### src/rtl/axis_input_packer.sv
// axis_input_packer
//   Packs a narrow AXI-Stream from the DMA engine into the wide beats that
//   the systolic array's slave port consumes. Lane order is little-endian.
//   A beat completes when the last lane fills or when TLAST arrives. Lanes
//   that were never filled go out as data 0 with keep 0.
//
// Ports
//   clk, rst          clock, synchronous active-high reset
//   S_AXIS_*          narrow input stream (TDATA/TKEEP/TLAST/TVALID/TREADY)
//   M_AXIS_*          wide output stream  (TDATA/TKEEP/TLAST/TVALID/TREADY)
//   keepError         sticky flag: a non-last word arrived with partial TKEEP

// One accumulator lane. It holds a single narrow word until the beat
// completes, and it selects what this lane contributes to the outgoing beat.
module packerLane #(
  parameter int inBits   = 32,
  parameter int keepBits = inBits / 8
) (
  input  logic                clk,
  input  logic                rst,
  input  logic                wrEn,     // store the incoming word in this lane
  input  logic                clrEn,    // beat completed, empty the lane
  input  logic [inBits-1:0]   inData,
  input  logic [keepBits-1:0] inKeep,
  input  logic                selIn,    // this lane is the one being written now
  input  logic                selAcc,   // this lane was filled earlier in the beat
  output logic [inBits-1:0]   laneData,
  output logic [keepBits-1:0] laneKeep
);

  logic [inBits-1:0]   accData;
  logic [keepBits-1:0] accKeep;

  always_ff @(posedge clk) begin
    if (rst || clrEn) begin
      accData <= '0;
      accKeep <= '0;
    end else if (wrEn) begin
      accData <= inData;
      accKeep <= inKeep;
    end
  end

  // Lanes that are neither current nor already filled are forced to zero,
  // so a short beat never leaks stale contents.
  always_comb begin
    laneData = '0;
    laneKeep = '0;
    if (selIn) begin
      laneData = inData;
      laneKeep = inKeep;
    end else if (selAcc) begin
      laneData = accData;
      laneKeep = accKeep;
    end
  end

endmodule

module axis_input_packer #(
  parameter int arraySize = 2,
  parameter int inputBits = 8,
  parameter int inBits    = 32,
  parameter int outBits   = arraySize * inputBits * 3 + 16
) (
  input  logic                 clk,
  input  logic                 rst,
  input  logic [inBits-1:0]    S_AXIS_TDATA,
  input  logic [inBits/8-1:0]  S_AXIS_TKEEP,
  input  logic                 S_AXIS_TLAST,
  input  logic                 S_AXIS_TVALID,
  output logic                 S_AXIS_TREADY,
  output logic [outBits-1:0]   M_AXIS_TDATA,
  output logic [outBits/8-1:0] M_AXIS_TKEEP,
  output logic                 M_AXIS_TLAST,
  output logic                 M_AXIS_TVALID,
  input  logic                 M_AXIS_TREADY,
  output logic                 keepError
);

  localparam int WORDS    = outBits / inBits;
  localparam int cntWidth = (WORDS > 1) ? $clog2(WORDS) : 1;
  localparam int keepBits = inBits / 8;
  localparam logic [cntWidth-1:0] lastLane = cntWidth'(WORDS - 1);

  logic [cntWidth-1:0] cnt;
  logic                accept;
  logic                complete;

  logic [WORDS-1:0][inBits-1:0]   mergedData;
  logic [WORDS-1:0][keepBits-1:0] mergedKeep;

  logic [outBits-1:0]   mData;
  logic [outBits/8-1:0] mKeep;
  logic                 mLast;
  logic                 mValid;
  logic                 errFlag;

  // Ready follows the output register: space exists if it is empty or is
  // draining this cycle, so back-to-back beats flow without a bubble.
  assign S_AXIS_TREADY = !mValid || M_AXIS_TREADY;
  assign accept        = S_AXIS_TVALID && S_AXIS_TREADY;
  assign complete      = accept && ((cnt == lastLane) || S_AXIS_TLAST);

  genvar k;
  generate
    for (k = 0; k < WORDS; k++) begin : gLane
      logic selIn;
      logic selAcc;
      assign selIn  = (cnt == cntWidth'(k));
      assign selAcc = (cnt >  cntWidth'(k));

      packerLane #(.inBits(inBits), .keepBits(keepBits)) uLane (
        .clk     (clk),
        .rst     (rst),
        .wrEn    (accept && !complete && selIn),
        .clrEn   (complete),
        .inData  (S_AXIS_TDATA),
        .inKeep  (S_AXIS_TKEEP),
        .selIn   (selIn),
        .selAcc  (selAcc),
        .laneData(mergedData[k]),
        .laneKeep(mergedKeep[k])
      );
    end
  endgenerate

  always_ff @(posedge clk) begin
    if (rst) begin
      cnt <= '0;
    end else if (complete) begin
      cnt <= '0;
    end else if (accept) begin
      cnt <= cnt + cntWidth'(1);
    end
  end

  // Output register: a new beat may load in the same cycle the old one
  // drains; otherwise contents hold while the array stalls.
  always_ff @(posedge clk) begin
    if (rst) begin
      mData  <= '0;
      mKeep  <= '0;
      mLast  <= 1'b0;
      mValid <= 1'b0;
    end else if (complete) begin
      mData  <= mergedData;
      mKeep  <= mergedKeep;
      mLast  <= S_AXIS_TLAST;
      mValid <= 1'b1;
    end else if (mValid && M_AXIS_TREADY) begin
      mValid <= 1'b0;
    end
  end

  // Only a final word may be partially kept; anything else is flagged but
  // still packed as received.
  always_ff @(posedge clk) begin
    if (rst) begin
      errFlag <= 1'b0;
    end else if (accept && !S_AXIS_TLAST && (S_AXIS_TKEEP != {keepBits{1'b1}})) begin
      errFlag <= 1'b1;
    end
  end

  assign M_AXIS_TDATA  = mData;
  assign M_AXIS_TKEEP  = mKeep;
  assign M_AXIS_TLAST  = mLast;
  assign M_AXIS_TVALID = mValid;
  assign keepError     = errFlag;

endmodule

### config.mk
export PLATFORM = sky130hd
export DESIGN_NAME = axis_input_packer
export DESIGN_NICKNAME = d
export VERILOG_FILES = /design/src/rtl/axis_input_packer.sv
export SDC_FILE = /design/constraint.sdc
export NUM_CORES = 1
export LEC_CHECK = 0
export ABC_AREA = 1
export CAP_MARGIN = 20
export CORE_ASPECT_RATIO = 1.2
export CORE_MARGIN = 5
export CORE_UTILIZATION = 40
export CTS_CLUSTER_SIZE = 8
export DETAILED_ROUTE_END_ITERATION = 16
export DONT_BUFFER_PORTS = 1
export MAX_ROUTING_LAYER = met4
export PLACE_DENSITY = 0.66
export SYNTH_ARGS = -nofsm -noshare
export SYNTH_HDL_FRONTEND = slang
export SYNTH_SLANG_ARGS = --single-unit
export TNS_END_PERCENT = 1
### constraint.sdc
create_clock -name clk -period 1.2 [get_ports clk]
set_input_delay 0.18 -clock clk [delete_from_list [all_inputs] [get_ports clk]]
set_output_delay 0.18 -clock clk [all_outputs]
set_load 0.05 [all_outputs]
# After elaboration in Yosys (flattened, before gate mapping)
# Index checks and enable logic that the tools add are counted.
# classes
n_addsub,1
magnitude_cmp,2
n_eq_ne,1
n_mux,10
n_bitwise,1
reduce_logical,16
# op_table
op,n
$mux W32,4
$mux W4,4
$logic_and A1 B1 Y1,8
$ne A4 B4 Y1 const B,1
$logic_not A1 Y1,3
$logic_or A1 B1 Y1,3
$gt A1 B1 Y1 const B,2
$mux W1,2
$reduce_bool A2 Y1,1
$reduce_or A2 Y1,1
$add A1 B1 Y1 const B,1
$not A1 Y1,1
# totals
register_bits,148
in_bits,41
wordCells,41

# Logic depth before layout (Yosys ltp)
# depth
word_depth,7
ltp_mapped,9
mapped_depth_nobuf,6

# By module
# Synthesis repeated with hierarchy kept, for this count alone.
# hier_totals
cells_unflattened,1107
hier_area_um2,7044.3
# by_module_without_submodules
mod,instances,cells_per_inst,area_each_um2,seq_area_each_um2
packerLane,2,312,1943.1,720.7
axis_input_packer,1,483,3158.0,1521.5

# Worst setup path before layout
# Ideal clock, no wire load.
# synth_timing
kind,register to register
startpoint,register mValid (netlist: M_AXIS_TVALID)
endpoint,register gLane[0].uLane.accData[1]
setup_time_ps,71
t_arrival_ps,1446
setup_slack_ps,-317
stages_incl_launch_ff,7
path_cell_list,dfxtp_1 -> nand2_1 -> buf_4 -> nand3_2 -> buf_2 -> nand2_1 -> a21oi_1
# synth_via
elab_chain_cells,7
elab_cells_between_ends,8
# synth_lines
element,line_no,text
start: declaration,96,logic mValid;
start signal: assignment,145,mValid <= 1'b0;
start signal: assignment,150,mValid <= 1'b1;
start signal: assignment,152,mValid <= 1'b0;
$logic_not A1 Y1 (*),101,assign S_AXIS_TREADY = !mValid || M_AXIS_TREADY;
$logic_or A1 B1 Y1 (*),101,
$logic_and A1 B1 Y1 (*),102,assign accept = S_AXIS_TVALID && S_AXIS_TREADY;
$logic_and A1 B1 Y1,103,assign complete = accept && ((cnt == lastLane) || S_AXIS_TLAST);
$logic_not A1 Y1,116,".wrEn (accept && !complete && selIn),"
$logic_and A1 B1 Y1 (2 in a row),116,
end signal: assignment,39,accData <= inData;
end: declaration,31,logic [inBits-1:0] accData;
# Every way passes the cells marked *; elsewhere a longest branch is shown, timed or not.
# A chain may end at the register's enable or synchronous reset.

# Final worst setup path
# layout_timing
startpoint,register cnt
endpoint,register gLane[0].uLane.accData[7]
# layout_via
elab_chain_cells,5
elab_cells_between_ends,7
# layout_lines
element,line_no,text
start: declaration,86,logic [cntWidth-1:0] cnt;
start signal: assignment,134,cnt <= cnt + cntWidth'(1);
$logic_or A1 B1 Y1,103,
$logic_and A1 B1 Y1,103,
$logic_not A1 Y1,116,
$logic_and A1 B1 Y1 (2 in a row),116,
# Several ways; a longest one is shown, not always the timed one.

==> flow_summary.yaml <==
status:
  status: "finished with violations"
  violations: "setup timing"
synth:
  syn_avg_cell_area_um2: 6.82
  synth_warnings: 0
  yosysTopAreaCell: "dfxtp_1"
  synth_cell_types: 17
  synth_top_area_frac: 0.471
  ys_seq_area_frac: 0.471
  netlist_area_um2: 4760
  ys_top_cells_by_area: "dfxtp_1, nand2_1, nand3_1, nor2_1, nand4_1"
  ys_seq_elements: 112
  synth_nets: 739
  synthCells: 698
route:
  vias: 4779
  detail_route.iter0.violations: 313
  drt_wl_total_um: 13700
  ant_nets: 0
  firstDrtPassIters: 5
  avgViaCountPerCell: 4.96
  routedWlPerCell_um: 14.2
  route.detailed.drc: 0
placed_design:
  pre_cts_ws_ns: -0.0221
  dpl.hpwl_um: 8800
  io_buffers: 0
  dpl.cell_count: 905
  gp_congestion: 0.759
  dpl-instance-area_um2: 5610
final_layout:
  final_area_um2: 6460
  final_layout_size_suffix_gt1_frac: 0.160
  mostFrequentLayoutCells: "nand2_1, dfxtp_1, buf_4, nor2_1, nand3_1"
  nets: 842
  final_common_cell: "nand2_1"
  antenna_cells: 0
  area_delta_synth_final_pct: 35.8
  final_util: 0.556
  fin_cells: 963
worst_setup_path:
  cp.required_ns: 1.47
  rr_startpoint: "cnt$_SDFFE_PP0P_"
  r2r_cells: 5
  crit_start: "cnt$_SDFFE_PP0P_"
  cp.arrival_ns: 1.50
  cp-end-kind: "register"
  ff2ff_setup_slack_ns: -0.03
  critPathMaxFanout: 14
  critPathCapture: "gLane[0].uLane.accData[7]$_SDFFE_PP0P_"
  crit_type: "reg2reg"
  cp-start-kind: "register"
  worstReg2RegEnd: "gLane[0].uLane.accData[7]$_SDFFE_PP0P_"
sta:
  max_freq_mhz: 812
  drv_slew: 0
  hold_viol_final: 0
  slew_headroom: 0.800
  setup_viol: 16
  finalClockSkew_ns: 0.00859
  worstMarginPinSlew_ns: 0.300
  fin_crit_sh: 1.03
  fin_crit_ns: 1.23
  finalWorstSetupSlack_ns: -0.0309
  rsz0062_at_grt: "yes"
cts:
  cts_tree: "done"
  clk_latency_ns: 0.34
  htree_num_levels: 3
  cts_num_sinks: 112
  post_cts_buffers: 0
  cts_root_buf: "clkbuf_16"
  cts_buffers: 9
  clk_pin_slew_ns: 0.07
  clockBufferDepth: 2
global_routing:
  grt_use_total: 0.202
  grt_max_degree: 70
  use_met2: 0.343
  antenna_found_initial: 0
  globalRoute.totalOverflow: 0
  grt_pass1_wl_um: 22200
  top_usage_layer: "met2"
  grt_pass1_vias: 4650
  met1_usage: 0.238
  use_met3: 0.0528
power:
  irDropWorstVdd_v: 0.000722
  p_per_area_nw_per_um2: 1450
  p_leak_nw: 3.14
floorplan:
  die_h_um: 129
  rows: 43
  start_util: 0.409
  design.core.area_um2: 11600
  fp.dieW_um: 110
  ios: 117
  die_area_um2: 14200
min_path:
  hold_class: "in2reg"
job:
  drv.max_cap_violation_count: 0
## sequential cells by signal, indices dropped and copies added (netlist names)
signal,count
gLane.uLane.accData,32
M_AXIS_TKEEP,8
M_AXIS_TLAST,1
keepError,1
M_AXIS_TDATA,64
M_AXIS_TVALID,1
gLane.uLane.accKeep,4
cnt,1
## layer usage
| metal | wire length (um) | vias up | part of all wire |
|---|---|---|---|
| met5 | 0 | - | 0 |
| met4 | 175 | 0 | 0.013 |
| met3 | 897 | 16 | 0.065 |
| met2 | 6870 | 128 | 0.50 |
| met1 | 5760 | 2233 | 0.42 |
| li1 | - | 2402 | - |
## worst min-delay path by stage
stage                     startpoint                                 endpoint  slack [ns]  cells past startpoint
finish              S_AXIS_TDATA[22]  gLane[0].uLane.accData[22]$_SDFFE_PP0P_        0.01                      2
global placement                 rst               M_AXIS_TVALID$_SDFFE_PP0P_        0.24                      1
detailed placement               rst               M_AXIS_TVALID$_SDFFE_PP0P_        0.24                      1
floorplan                        rst               M_AXIS_TVALID$_SDFFE_PP0P_        0.24                      1
CTS                 S_AXIS_TDATA[22]  gLane[0].uLane.accData[22]$_SDFFE_PP0P_       0.001                      2
global route        S_AXIS_TDATA[26]  gLane[0].uLane.accData[26]$_SDFFE_PP0P_       0.003                      2
## metrics by stage
stage | hold slack [ns] | setup TNS, ns | total power, W
after global routing | 0.00273 | -6.28 | 0.00983
final | 0.0101 | -0.137 | 0.00939
after detailed placement | 0.244 | -0.250 | 0.00583
after floorplan | 0.239 | -0.130 | 0.00533
after global placement | 0.245 | 0 | 0.00579
after CTS | 0.000968 | -0.0665 | 0.00945
## critical path: stages, from the launching register on
cell and delay, ns:
dfxtp_2 0.35, buf_4 0.15, nor2_4 0.17, buf_6 0.20, nand4_1 0.10, a21oi_1 0.18
## report_power, final
group / switching [W] / internal, W / total [W] / leakage [nW]
sequential: 0.000104 / 0.00391 / 0.00402 / 0.916
clock: 0.00133 / 0.00216 / 0.00349 / 0.173
combinational: 0.00124 / 0.000647 / 0.00189 / 2.05
total: 0.00267 / 0.00673 / 0.00939 / 3.14
## kinds of logic after synthesis
kind of cell    count (synthesis)  synth area share
simple gates                  449             0.397
compound gates                 40            0.0426
buf+inv                        97            0.0889
flops                         112             0.471
## cells in the mapped netlist
master	count
nand2_1	257
dfxtp_1	112
nor2_1	79
nand3_1	76
inv_1	43
a21oi_1	36
nand4_1	33
buf_2	27
clkbuf_1	12
buf_1	6
buf_4	6
o21ai_0	3
inv_2	2
nand3_2	2
nor2_4	2
a21boi_0	1
inv_4	1
## timing repair
item	4_1_cts	5_1_grt
hold buffers	38	3
setup endpoints to repair	31	110
resized for setup	9	2
endpoints found under the hold margin	47	3
gates cloned	1	0
## area by class of cell
type / count / area [um2]
Clock buffer: 12 / 256
Clock inverter: 4 / 98.8
Fill cell: 1072 / 5160
Inverter: 46 / 176
Multi-Input combinational cell: 489 / 2130
Sequential cell: 112 / 2250
Tap cell: 157 / 196
Timing Repair Buffer: 143 / 1350
No activity file was read; power rests on OpenSTA's default activity.
